`src/rtl/uart_boot_ctrl.sv`:
```
// Boot-load sequencer: assembles UART bytes MSB-first into words and writes them to instruction memory.
// Optional inter-byte timeout is enabled by defining BOOT_RX_TIMEOUT_EN.
module uart_boot_ctrl #(
    parameter int          AW             = 12,
    parameter int          BASE_ADDR      = 0,
    parameter int          MAX_WORDS      = 4096,
    parameter logic [31:0] END_WORD       = 32'h00000FFF,
    parameter int          TIMEOUT_CYCLES = 100000
) (
    input  logic          i_clk,
    input  logic          i_rst_l,
    input  logic          i_boot_en,
    input  logic          i_rx_valid,
    input  logic [7:0]    i_rx_data,
    output logic          o_mem_req,
    output logic [AW-1:0] o_mem_addr,
    output logic [31:0]   o_mem_wdata,
    input  logic          i_mem_gnt,
    output logic          o_ldr_ready,
    output logic          o_core_rst_l,
    output logic          o_prog_done,
    output logic [AW:0]   o_word_count,
    output logic          o_overrun,
    output logic          o_overflow,
    output logic          o_rx_timeout
);

    typedef enum logic [2:0] {
        S_IDLE,
        S_RECV,
        S_WRITE,
        S_DONE,
        S_ERR
    } state_t;

    localparam logic [AW-1:0] BASE    = AW'(BASE_ADDR);
    localparam logic [AW:0]   MAX_CNT = (AW + 1)'(MAX_WORDS);

    state_t        r_state;
    logic [23:0]   r_shift;
    logic [1:0]    r_byte_cnt;
    logic          r_mem_req;
    logic [AW-1:0] r_mem_addr;
    logic [31:0]   r_mem_wdata;
    logic          r_ldr_ready;
    logic          r_core_rst_l;
    logic          r_prog_done;
    logic [AW:0]   r_word_count;
    logic          r_overrun;
    logic          r_overflow;

    logic [31:0]   w_word;
    logic          w_last_byte;

    assign w_word      = {r_shift, i_rx_data};
    assign w_last_byte = (r_byte_cnt == 2'd3);

`ifdef BOOT_RX_TIMEOUT_EN
    localparam int          TW       = (TIMEOUT_CYCLES > 2) ? $clog2(TIMEOUT_CYCLES) : 1;
    localparam logic [TW-1:0] TMO_LAST = TW'(TIMEOUT_CYCLES - 1);
    logic [TW-1:0] r_tmo_cnt;
    logic          r_rx_timeout;
`endif

    always_ff @(posedge i_clk) begin
        if (!i_rst_l) begin
            r_state      <= S_IDLE;
            r_shift      <= '0;
            r_byte_cnt   <= '0;
            r_mem_req    <= 1'b0;
            r_mem_addr   <= BASE;
            r_mem_wdata  <= '0;
            r_ldr_ready  <= 1'b0;
            r_core_rst_l <= 1'b0;
            r_prog_done  <= 1'b0;
            r_word_count <= '0;
            r_overrun    <= 1'b0;
            r_overflow   <= 1'b0;
`ifdef BOOT_RX_TIMEOUT_EN
            r_tmo_cnt    <= '0;
            r_rx_timeout <= 1'b0;
`endif
        end else begin
            case (r_state)
                S_IDLE: begin
                    r_mem_req   <= 1'b0;
                    r_ldr_ready <= 1'b0;
                    if (i_boot_en) begin
                        r_state      <= S_RECV;
                        r_shift      <= '0;
                        r_byte_cnt   <= '0;
                        r_mem_addr   <= BASE;
                        r_ldr_ready  <= 1'b1;
                        r_core_rst_l <= 1'b0;
                        r_prog_done  <= 1'b0;
                        r_word_count <= '0;
                        r_overrun    <= 1'b0;
                        r_overflow   <= 1'b0;
`ifdef BOOT_RX_TIMEOUT_EN
                        r_tmo_cnt    <= '0;
                        r_rx_timeout <= 1'b0;
`endif
                    end
                end
                S_RECV: begin
                    if (i_rx_valid) begin
                        r_shift    <= w_word[23:0];
                        r_byte_cnt <= r_byte_cnt + 2'd1;
`ifdef BOOT_RX_TIMEOUT_EN
                        r_tmo_cnt  <= '0;
`endif
                        if (w_last_byte) begin
                            r_ldr_ready <= 1'b0;
                            if (w_word == END_WORD) begin
                                r_state      <= S_DONE;
                                r_prog_done  <= 1'b1;
                                r_core_rst_l <= 1'b1;
                            end else if (r_word_count == MAX_CNT) begin
                                r_state    <= S_ERR;
                                r_overflow <= 1'b1;
                            end else begin
                                r_state     <= S_WRITE;
                                r_mem_wdata <= w_word;
                                r_mem_req   <= 1'b1;
                            end
                        end
                    end
`ifdef BOOT_RX_TIMEOUT_EN
                    // A stalled partial word is discarded so the stream can resynchronise.
                    else if (r_byte_cnt != 2'd0) begin
                        if (r_tmo_cnt == TMO_LAST) begin
                            r_tmo_cnt    <= '0;
                            r_byte_cnt   <= '0;
                            r_shift      <= '0;
                            r_rx_timeout <= 1'b1;
                        end else begin
                            r_tmo_cnt <= r_tmo_cnt + 1'b1;
                        end
                    end else begin
                        r_tmo_cnt <= '0;
                    end
`endif
                end
                S_WRITE: begin
                    if (i_rx_valid) begin
                        r_overrun <= 1'b1;
                    end
                    if (i_mem_gnt) begin
                        r_mem_req    <= 1'b0;
                        r_mem_addr   <= r_mem_addr + 1'b1;
                        r_word_count <= r_word_count + 1'b1;
                        r_ldr_ready  <= 1'b1;
                        r_state      <= S_RECV;
                    end
                end
                S_DONE: begin
                    r_ldr_ready <= 1'b0;
                end
                S_ERR: begin
                    r_ldr_ready  <= 1'b0;
                    r_core_rst_l <= 1'b0;
                end
                default: r_state <= S_IDLE;
            endcase

            // Abort overrides the state logic above; a same-cycle grant still counts.
            if (r_state != S_IDLE && !i_boot_en) begin
                r_state     <= S_IDLE;
                r_mem_req   <= 1'b0;
                r_ldr_ready <= 1'b0;
                r_byte_cnt  <= '0;
                r_shift     <= '0;
`ifdef BOOT_RX_TIMEOUT_EN
                r_tmo_cnt   <= '0;
`endif
            end
        end
    end

    assign o_mem_req    = r_mem_req;
    assign o_mem_addr   = r_mem_addr;
    assign o_mem_wdata  = r_mem_wdata;
    assign o_ldr_ready  = r_ldr_ready;
    assign o_core_rst_l = r_core_rst_l;
    assign o_prog_done  = r_prog_done;
    assign o_word_count = r_word_count;
    assign o_overrun    = r_overrun;
    assign o_overflow   = r_overflow;
`ifdef BOOT_RX_TIMEOUT_EN
    assign o_rx_timeout = r_rx_timeout;
`else
    // No timeout hardware; the parameter is referenced only to keep the interface identical.
    assign o_rx_timeout = (TIMEOUT_CYCLES == 0) && 1'b0;
`endif

endmodule

```
`config.mk`:
```
export PLATFORM = sky130hd
export DESIGN_NAME = uart_boot_ctrl
export DESIGN_NICKNAME = d
export VERILOG_FILES = /design/src/rtl/uart_boot_ctrl.sv
export SDC_FILE = /design/constraint.sdc
export NUM_CORES = 1
export LEC_CHECK = 0
export BUFFER_PORTS_ARGS = -buffer_cell sky130_fd_sc_hd__buf_4
export CORE_UTILIZATION = 25
export DETAILED_ROUTE_END_ITERATION = 7
export PLACE_DENSITY = 0.52
export SETUP_SLACK_MARGIN = 0.5
export SYNTH_ARGS = -nofsm -noshare
export SYNTH_HDL_FRONTEND = slang
export SYNTH_SLANG_ARGS = --single-unit
```
`constraint.sdc`:
```
create_clock -name i_clk -period 5.86 [get_ports i_clk]
set_input_delay 0.293 -clock i_clk [delete_from_list [all_inputs] [get_ports i_clk]]
set_output_delay 0.293 -clock i_clk [all_outputs]
set_load 0.02 [all_outputs]
```
==> impl_metrics.tcl <==
set metrics [dict create \
    synth-edff-count 0 \
    rows 45 \
    dpl.hpwl_mm 6.70 \
    combinationalPowerShare_pct 4.2 \
    die-area_sq_mm 0.0159 \
    n_fill_cell 1592 \
    initial_core_util_pct 25.5 \
    hold_start "i_rx_data[5]" \
    r2r_cells 6 \
    synth_cells 438 \
    setup_viol_count_final 0 \
    ys_warn_count 0 \
    track_usage_pct 12.5 \
    p_clk_share_pct 45.8 \
    multi_input_area_sq_mm 0.00186 \
    yosys.area.top_type "dfxtp_1" \
    core-area_sq_mm 0.0151 \
    status "completed" \
    grt-ovfl-total 0 \
    antenna_left 0 \
    startpoint "r_state[1]" \
    grt_pass1_wl_mm 15.7 \
    worst_pin_slew_ns 0.949 \
    cts.path.max_buffers 2 \
    finalNetCount 516 \
    r2r_start "r_state[1]" \
    firstDrtPassIters 4 \
    ys_seq_area_share_pct 47.7 \
    initialDrtViolationCount 212 \
    antenna_cells 0 \
    cts_sinks 92 \
    swShare_pct 21.9 \
    cts_tree "done" \
    path_class "flip-flop to flip-flop" \
    finalClockSkew_ns 0.00513 \
    finalHoldViolCount 0 \
    netlist_area_sq_mm 0.00386 \
    grt_antenna_before_repair 0 \
    gp_congestion 0.763 \
    crit_arrival_ns 2.94 \
    rsz0062_at_grt "false" \
    clkTransAtPathRegs_ns 0.06 \
    rrSetupSlack_ns 3.19 \
    switchingPower_mw 0.277 \
    synth_seq_cells 92 \
    leakage_nw 1.76 \
    fmax_mhz 374 \
    io_pins 77 \
    netlist-cell-type-count 48 \
    avgViaCountPerCell 4.82 \
    peakVddDrop_mv 0.141 \
    h-tree-depth 3 \
    required_ns 6.13 \
    final_util_pct 32.0 \
    post_cts_buffers 0 \
    syn_area_per_cell_sq_um 8.81 \
    min_period_ns 2.67 \
    root_buffer "clkbuf_16" \
    critPathMaxFanout 27 \
    syn_nets 455 \
    fin_setup_tns_ns 0 \
    drv_slew 0 \
    synthArstFlopShare_pct 0 \
    max_cap_violations 0 \
    clkLatencyLatePin_ns 0.34 \
    grt_pass1_vias 3106 \
    vias 3335 \
    synth_top_flop_cell "dfxtp_1" \
    port_buffers 75 \
    cts_hold_buf 0 \
    p_seq_share_pct 50.0 \
    die_h_um 126 \
    start_kind "flip-flop" \
    ys_top_cells_by_area "dfxtp_1, mux2i_1, nand2_1" \
    totalWireLength_mm 9.67 \
    post-route-period-util_pct 45.6 \
    rr_endpoint "o_mem_wdata[3]" \
    fp.dieW_um 126 \
    hold_path.class "input pin to flip-flop" \
    slew_headroom_pct 36.7 \
    synth_top_area_share_pct 47.7 \
    grt_max_degree 74 \
    power.internal_mw 0.988 \
    drc_errors 0 \
    powerDensity_mw_per_mm2 261 \
    hold-path-cell-count 3 \
    areaGrowthSynthToFinish_pct 25.6 \
    drive_above_1_share_pct 19.2 \
    numCtsBuffers 9 \
    min_to "r_shift[5]" \
    cp-end-kind "flip-flop" \
    wl_per_cell_um 14.0 \
    cts-resized-gates 0 \
    regArea_sq_mm 0.00184 \
]
-- layout by cell type (no fill, tap or decap), types with 2 or more instances in the layout --
cell type  count
nand3_1        8
o21ai_0       12
mux2i_1       34
or3_1          8
nor4_1         6
and3_1         5
ha_1           4
buf_4         79
xnor2_1        5
nor2_1        47
dfxtp_1       92
a22oi_1       26
and2_1         5
nand4_1       10
inv_1          5
clkbuf_1       3
clkbuf_16      9
nor3_1         5
nor2b_1        4
nor4b_1        2
nand2_1       83
xor2_1         8
nand2b_1       2
a21oi_1       15
-- flip-flops by register name, summed over array words and instances (netlist names) --
name,cells
o_mem_wdata,32
o_ldr_ready,1
o_mem_addr,12
o_word_count,13
r_shift,24
o_core_rst_l,1
r_byte_cnt,2
o_overflow,1
o_prog_done,1
o_overrun,1
o_mem_req,1
r_state,3
-- power groups by stage --
| stage | Clock, mW | Combinational [mW] | Sequential [mW] |
|---|---|---|---|
| 2_1_floorplan | 0 | 0.0337 | 0.646 |
| 3_3_place_gp | 0 | 0.0525 | 0.646 |
| 3_5_place_dp | 0 | 0.0534 | 0.646 |
| 4_1_cts | 0.603 | 0.0535 | 0.632 |
| 5_1_grt | 0.629 | 0.0591 | 0.632 |
| 6_report | 0.579 | 0.0530 | 0.632 |
-- routing by layer --
layer  wire length [um]  GRT usage (%)
met4                100           3.40
met3                473           4.29
met1               4410           15.4
met5                  0              0
met2               4690           20.9
-- cell type report --
class	instances	area share (%)
Clock inverter	3	0.955
Timing Repair Buffer	79	12.2
Inverter	5	0.387
Sequential cell	92	38.0
Tap cell	188	4.85
Multi-Input combinational cell	312	38.4
Clock buffer	13	5.16
-- cell usage after synthesis, types with 6 or more instances --
cell type / count
nand3_1: 8
nand4_1: 10
nor4_1: 6
xor2_1: 8
a21oi_1: 15
or3_1: 8
dfxtp_1: 92
nand2_1: 83
clkbuf_1: 17
nor2_1: 47
o21ai_0: 13
a22oi_1: 26
mux2i_1: 34
-- worst max path at each step --
stage	slack, ns	to
after CTS	3.18	o_mem_wdata[3]
after floorplan	4.00	o_mem_wdata[10]
after detailed placement	3.19	o_mem_wdata[3]
final	3.19	o_mem_wdata[3]
after global placement	3.34	o_mem_wdata[16]
after global routing	2.94	o_mem_wdata[3]
-- logic make-up after synthesis --
logic type	after synthesis	share of synthesized area (%)
AOI/OAI and AO/OA	66	11.3
xor gates and xnor gates	13	2.95
buffers and inverters	34	4.28
and+or+nand+nor	193	23.3
adders and majority gates	4	1.30
muxes	35	9.11
DFF	92	47.7
other	1	0.0972
-- critical path: stages (launching register included) --
cell     delay [ns]
dfxtp_1        0.47
nor2_1         0.29
and3_1         0.83
nand2_1        0.19
nor3b_2        0.25
buf_4          0.32
mux2i_1        0.24
-- stage by stage --
stage          setup slack [ns]  area (sq um)  total power, mW  cells  hold slack (ns)
2_1_floorplan              4.00          3860            0.679    438            0.433
3_3_place_gp               3.34          4550            0.699    676            0.446
3_5_place_dp               3.19          4550            0.700    676            0.456
4_1_cts                    3.18          4850             1.29    692            0.194
5_1_grt                    2.94          4850             1.32    692            0.201
6_report                   3.19          4850             1.26    692            0.208
(Power assumes the default switching activity.)
